### config.mk
export PLATFORM = sky130hd
export DESIGN_NAME = mips_cpu_instr_queue
export DESIGN_NICKNAME = d
export VERILOG_FILES = /design/src/rtl/mips_cpu_instr_queue.sv
export SDC_FILE = /design/constraint.sdc
export NUM_CORES = 1
export LEC_CHECK = 0
export ABC_AREA = 1
export CORE_AREA = 5 5 146 148
export DETAILED_ROUTE_END_ITERATION = 12
export DIE_AREA = 0 0 151 153
export GPL_ROUTABILITY_DRIVEN = 1
export MAX_ROUTING_LAYER = met4
export PLACE_DENSITY_LB_ADDON = 0.12
export SYNTH_ARGS = -nofsm -noshare
export SYNTH_HDL_FRONTEND = slang
export SYNTH_SLANG_ARGS = --single-unit
### constraint.sdc
create_clock -name clk -period 5.8 [get_ports clk]
set_clock_uncertainty 0.05 [all_clocks]
set_input_delay 1.16 -clock clk [delete_from_list [all_inputs] [get_ports clk]]
set_output_delay 1.16 -clock clk [all_outputs]
set_load 0.02 [all_outputs]
### src/rtl/mips_cpu_instr_queue.sv
// mips_cpu_instr_queue: instruction fetch queue placed between fetch and decode.
// Holds up to DEPTH {instruction, PC} entries in a circular buffer behind a
// valid/ready handshake. It presents the MIPS decode fields of the head entry,
// and forces them to zero (a NOP) when no entry is valid. A synchronous flush
// discards every queued entry on a branch or jump redirect.
//
// Optional feature: define MIPS_CPU_IQ_BYPASS_EN for a zero-latency path. While
// the queue is empty, the incoming word is presented combinationally, and it is
// consumed without being written when decode is ready.
//
// Ports:
//   clk, reset            rising-edge clock, asynchronous active-high reset
//   flush                 synchronous discard of all entries
//   in_valid/in_ready     producer handshake; memory_output, in_pc = payload
//   out_valid/out_ready   consumer handshake; out_pc = head PC
//   control_input .. jmp_address  decode fields of the head word
//   count                 current occupancy
module mips_cpu_instr_queue #(
  parameter int unsigned DEPTH    = 4,
  parameter int unsigned PC_WIDTH = 32
) (
  input  logic                         clk,
  input  logic                         reset,
  input  logic                         flush,
  input  logic                         in_valid,
  output logic                         in_ready,
  input  logic [31:0]                  memory_output,
  input  logic [PC_WIDTH-1:0]          in_pc,
  output logic                         out_valid,
  input  logic                         out_ready,
  output logic [PC_WIDTH-1:0]          out_pc,
  output logic [5:0]                   control_input,
  output logic [4:0]                   source_1,
  output logic [4:0]                   source_2,
  output logic [4:0]                   dest,
  output logic [4:0]                   shamt,
  output logic [5:0]                   funct,
  output logic [15:0]                  immediate,
  output logic [25:0]                  jmp_address,
  output logic [$clog2(DEPTH+1)-1:0]   count
);

  localparam int unsigned PTR_W = $clog2(DEPTH);
  localparam int unsigned CNT_W = $clog2(DEPTH + 1);

  logic [31:0]         mem_word [DEPTH];
  logic [PC_WIDTH-1:0] mem_pc   [DEPTH];

  logic [PTR_W-1:0]    rd_ptr, wr_ptr, rd_ptr_nxt, wr_ptr_nxt;
  logic [CNT_W-1:0]    count_nxt;
  logic                push, pop, empty, full;
  logic [31:0]         head_word;
  logic [PC_WIDTH-1:0] head_pc;

  // Handshake decode and head selection
  always_comb begin
    empty     = (count == '0);
    full      = (count == CNT_W'(DEPTH));
    in_ready  = !full;
    out_valid = !empty;
    head_word = mem_word[rd_ptr];
    head_pc   = mem_pc[rd_ptr];
    pop       = !empty && out_ready;
    push      = in_valid && !full;
`ifdef MIPS_CPU_IQ_BYPASS_EN
    // Empty queue forwards the fetched word; it is only stored if decode stalls.
    if (empty && !flush && !reset) begin
      out_valid = in_valid;
      head_word = memory_output;
      head_pc   = in_pc;
      push      = in_valid && !out_ready;
    end
`endif
  end

  // Pointer/occupancy next state; flush overrides any handshake
  always_comb begin
    rd_ptr_nxt = rd_ptr;
    wr_ptr_nxt = wr_ptr;
    count_nxt  = count;
    if (flush) begin
      rd_ptr_nxt = '0;
      wr_ptr_nxt = '0;
      count_nxt  = '0;
    end else begin
      if (push) wr_ptr_nxt = wr_ptr + PTR_W'(1);
      if (pop)  rd_ptr_nxt = rd_ptr + PTR_W'(1);
      count_nxt = count + CNT_W'(push) - CNT_W'(pop);
    end
  end

  // State registers
  always_ff @(posedge clk or posedge reset) begin
    if (reset) begin
      rd_ptr <= '0;
      wr_ptr <= '0;
      count  <= '0;
    end else begin
      rd_ptr <= rd_ptr_nxt;
      wr_ptr <= wr_ptr_nxt;
      count  <= count_nxt;
    end
  end

  // Entry storage; contents need no reset
  always_ff @(posedge clk) begin
    if (push && !flush) begin
      mem_word[wr_ptr] <= memory_output;
      mem_pc[wr_ptr]   <= in_pc;
    end
  end

  // Decode fields, zeroed when nothing valid is presented
  always_comb begin
    control_input = '0;
    source_1      = '0;
    source_2      = '0;
    dest          = '0;
    shamt         = '0;
    funct         = '0;
    immediate     = '0;
    jmp_address   = '0;
    out_pc        = '0;
    if (out_valid) begin
      control_input = head_word[31:26];
      source_1      = head_word[25:21];
      source_2      = head_word[20:16];
      dest          = head_word[15:11];
      shamt         = head_word[10:6];
      funct         = head_word[5:0];
      immediate     = head_word[15:0];
      jmp_address   = head_word[25:0];
      out_pc        = head_pc;
    end
  end

endmodule

* Yosys cells after proc, flatten, opt, wreduce, memory -nomap -nowiden
Memories as Yosys holds them, arrays and structs flattened.
Index checks and enable logic that the tools add are counted.
** Storage, ports and cells
- Memory bits (writable) :: 256
- Output and inout port bits :: 111
- Memories kept :: 2
- Memory bits (read-only) :: 0
- Bits of input ports :: 69
- Word-level logic and storage cells :: 35
- Bits in latches :: 0
- Flip-flop bits (word level) :: 7
** Memory list
- mem_pc :: words 4, width 32, read ports 1, clocked after Yosys merged registers in 0, write ports 1, RTL line 47 : logic [PC_WIDTH-1:0] mem_pc [DEPTH];
- mem_word :: words 4, width 32, read ports 1, clocked after Yosys merged registers in 0, write ports 1, RTL line 46 : logic [31:0] mem_word [DEPTH];
** Operators by class
- Reduce and logical (&&, ||, !) cells :: 9
- Eq/ne operators :: 1
- Multiply operators :: 0
- Shift operators :: 0
- Add/sub/neg operators :: 4
- Div/mod/pow operators :: 0
- Magnitude comparators :: 0
- Bitwise gates (word level) :: 0
- Muxes and demuxes :: 16
** Operators with widths (number)
- $mux W32 :: 1
- $mux W26 :: 1
- $mux W5 :: 4
- $mux W16 :: 1
- $mux W6 :: 2
- $mux W2 :: 4
- $add A2 B1 Y2 const B :: 2
- $reduce_bool A2 Y1 :: 2
- $add A3 B1 Y3 :: 1
- $eq A3 B3 Y1 const B :: 1
- $logic_and A1 B1 Y1 :: 3
- $logic_not A1 Y1 :: 3
- $logic_not A3 Y1 :: 1
- $mux W3 :: 1
- $sub A3 B1 Y3 :: 1
- $mux W1 :: 2

* Depth between registers and ports, before layout
- Depth in word-level cells :: 6
- Gate-level depth with buffers :: 12

* Least setup slack after synthesis
No wires, ideal clock.
- Kind :: in2reg
- Start point :: in flush
- End point :: mem mem_pc[0][0], enable pin
- Buffers on the path :: 0
- Stages :: 3
- Data arrival time :: 4.132 ns
- Library setup time :: 0.487 ns
- Path slack :: 1.131 ns
- Cell sequence :: clkinv_1 nand3_1 nor2_1
** Between the ends
- Word-level cells in the longest chain between the ends :: 4
** RTL lines
- start: declaration :: RTL line 24 : input logic flush,
- $logic_not A1 Y1 :: RTL line 107 : if (push && !flush) begin
- $logic_and A1 B1 Y1 :: RTL line 107
- $mux W1 :: RTL line 107
- $mux W1 (not written as such) :: RTL line 109 : mem_pc[wr_ptr] <= in_pc;
- end: declaration :: RTL line 47
No other way between the ends.

* Final worst setup path
- Start point :: reg rd_ptr[0]
- End point :: out source_1[4]
** Between the ends
- Word-level cells in the longest chain between the ends :: 2
** RTL lines
- start: declaration :: RTL line 49 : logic [PTR_W-1:0] rd_ptr, wr_ptr, rd_ptr_nxt, wr_ptr_nxt;
- start signal: assignment :: RTL line 99 : rd_ptr <= rd_ptr_nxt;
- $mem_v2 Z4 W32
- $mux W5 :: RTL line 124 : if (out_valid) begin
- end: declaration :: RTL line 33 : output logic [4:0] source_1,
No other way between the ends.

==> results.md <==
* YS warnings at 0
* Routed WL per cell at 15.7 um
* Worst hold start: wr_ptr[1]
* Placer congestion estimate at 0.768
* Die area at 0.0231 mm2
* Crit path time final at 4.88 ns
* Reg-to-reg startpoint: count[1]
* Ranking of synthesized cells by area: edfxtp_1, nand2_1, inv_1, nand3_1, a21oi_1
* Fin crit share at 84.2%
* Max-Cap Viols at 0
* RSZ-0062 raised after global routing: false
* TritonCTS clock tree: built
* Worst skew pair latency at 0.51 ns
* Crit end category: primary output
* Yosys reg bits at 263
* Ports at 180
* P_leak at 5.61 nW
* Num CTS Buffers at 26
* DRT Pass-1 Iters at 5
* Post-Syn Area at 0.0113 mm2
* Buffers & Inverters on Critical Path at 3
* Worst-Margin Slew at 1.16 ns
* Die Width at 151 um
* Core area at 0.0199 mm2
* Area Growth Syn to Fin at 22.2%
* Nets at 1,253
* Crit Reg-Reg Endpoint: mem_word[0][16]
* Status: complete, no violations
* Initial drt markers at 446
* Crit path max fanout at 112
* Delay-heaviest family, CP: buffers and inverters
* Clock transition at path regs at 0.06 ns
* Port Buffers at 179
* Layout cell share with drive strength beyond 1 at 4.52%
* Mapped Cells at 1,052
* Top cell type by total area after synthesis: edfxtp_1
* CTS Sinks at 263
* WP data arrival at 3.67 ns
* Sequential share of the synthesized area at 69.4%
* Routed wire length at 23,000 um
* Worst r2r path cells at 5
* Routed vias/inst at 4.92
* Top-area cell type share of the netlist area at 67.8%
* Initial Utilization at 56.9%
* Fin. Hold Viols at 0
* Die height at 153 um
* Count of final max-slew check failures at 0
* Post-CTS Hold Fix Bufs at 0
* Peak Freq at 0.205 GHz
* Worst EP required at 4.59 ns
* Hold path endpoint: wr_ptr[1]
* Power Dens Cells at 495 mW/mm2
* Largest stage delay, worst path at 0.93 ns
* Post-CTS resize count at 0
* Total GRT Usage at 20.3%
* Vias in the first global route at 7,147
* Hpwl dp at 13,000 um
* Pre-CTS setup slack at 1.39 ns
* Via Count at 7,215
* H-tree depth at 1
* Total grt overflow at 0
* Distinct cells, synth at 16
* Syn_nets at 1,128
* Setup TNS Final at 0 ns
* Most frequent cells in the layout: nand2_1, edfxtp_1, clkdlybuf4s50_1, inv_1, nand3_1
* Remaining DRCs at 0
* Hold path depth at 2
* Worst vdd ir at 0.444 mV
* Clock Tree Root: clkbuf_16
* First-pass GRT wire length at 36,500 um
* CP Class: reg -> out
* Worst hold path type: reg -> reg
* Reg2reg setup slack at 3.27 ns
* Most common cell after layout, fill and taps aside: nand2_1
* Initial antenna violation count at 2
* CTS Buffer Depth at 3
* Setup violators final at 0
* Post-CTS setup buffers at 0
* Worst path cell trace: inv_4 > buf_4 > nand2_1 > nand2_1 > nand2_1 > a21oi_1 > clkdlybuf4s50_1
* Number of routed nets with antenna violations at 0
* Post-route setup slack at 0.916 ns
* Largest net degree at the start of global routing at 113
* Relative slew margins at 23.0%
* Average cell area after synthesis at 10.8 um2
* Rows at 52
* Worst Setup Start Kind: register
* CP dominant cell by count: nand2_1
* Worst path slowest cell: inv_4
* Hold slack at 0.525 ns
worst max-delay path by stage:
stage | from | to | slack, ns | depth (start not counted)
2_1_floorplan | flush | mem_pc[0][0] | 1.13 | 3
3_3_place_gp | rd_ptr[0] | jmp_address[25] | 1.42 | 7
3_5_place_dp | rd_ptr[0] | source_1[4] | 1.39 | 7
4_1_cts | rd_ptr[0] | source_1[4] | 0.84 | 7
5_1_grt | rd_ptr[0] | jmp_address[25] | 0.65 | 7
6_report | rd_ptr[0] | source_1[4] | 0.92 | 7
worst reg2reg max path, stage by stage, from the launching register on:
cell and delay [ns]:
dfrtp_1 0.45, nor2_1 0.06, nand2_1 0.14, nand3_1 0.33, nor2_4 0.77, buf_12 0.35
cell type report:
class	instances	area (um2)
timing repair buffer	188	1910
multi-input combinational	552	2350
clock inverter	14	141
fill	1440	6050
sequential	263	7870
inverter	146	551
tap	270	338
clock buffer	32	694
antenna	2	5.00
flip-flops by register name, indices dropped and copies added, names as in the netlist:
register,count
mem_pc,128
count,3
mem_word,128
wr_ptr,2
rd_ptr,2
logic make-up after synthesis:
family / synth area share, %
AND/OR/NAND/NOR: 16.8
buffers and inverters: 10.2
adder cells (fa/ha/maj): 0.839
AO/OA/AOI/OAI: 2.87
flip-flops: 69.4
stage by stage:
step / power (mW) / cells / util (%) / instance area, um2
3_5_place_dp: 5.31 / 1419 / 65.4 / 13000
3_3_place_gp: 5.28 / 1419 / 65.4 / 13000
5_1_grt: 7.22 / 1467 / 69.6 / 13900
2_1_floorplan: 4.23 / 1052 / - / 11300
6_report: 6.86 / 1467 / 69.6 / 13900
4_1_cts: 6.94 / 1465 / 69.6 / 13900
synthesized netlist by cell type, drive strengths merged:
cell      n
ha        6
clkbuf    5
nand3    70
inv     145
nand2   395
buf      86
nand4     4
edfxtp  256
fa        1
clkinv    1
a21oi    65
dfrtp     7
nor2     11
routing by layer:
metal | part of all wire (%) | global-route usage, % | wire length (um) | up-vias
li1 | - | - | - | 3616
met1 | 42 | 25.7 | 9620 | 3360
met2 | 50 | 34.7 | 11500 | 213
met3 | 6.4 | 2.99 | 1480 | 26
met4 | 1.6 | 4.75 | 370 | 0
met5 | 0 | - | 0 | -
power by group:
group | switching [mW] | internal, mW
Sequential | 0.0752 | 2.22
Combinational | 1.75 | 1.20
Clock | 0.652 | 0.978
Total | 2.47 | 4.39
(Power assumes the default switching activity.)
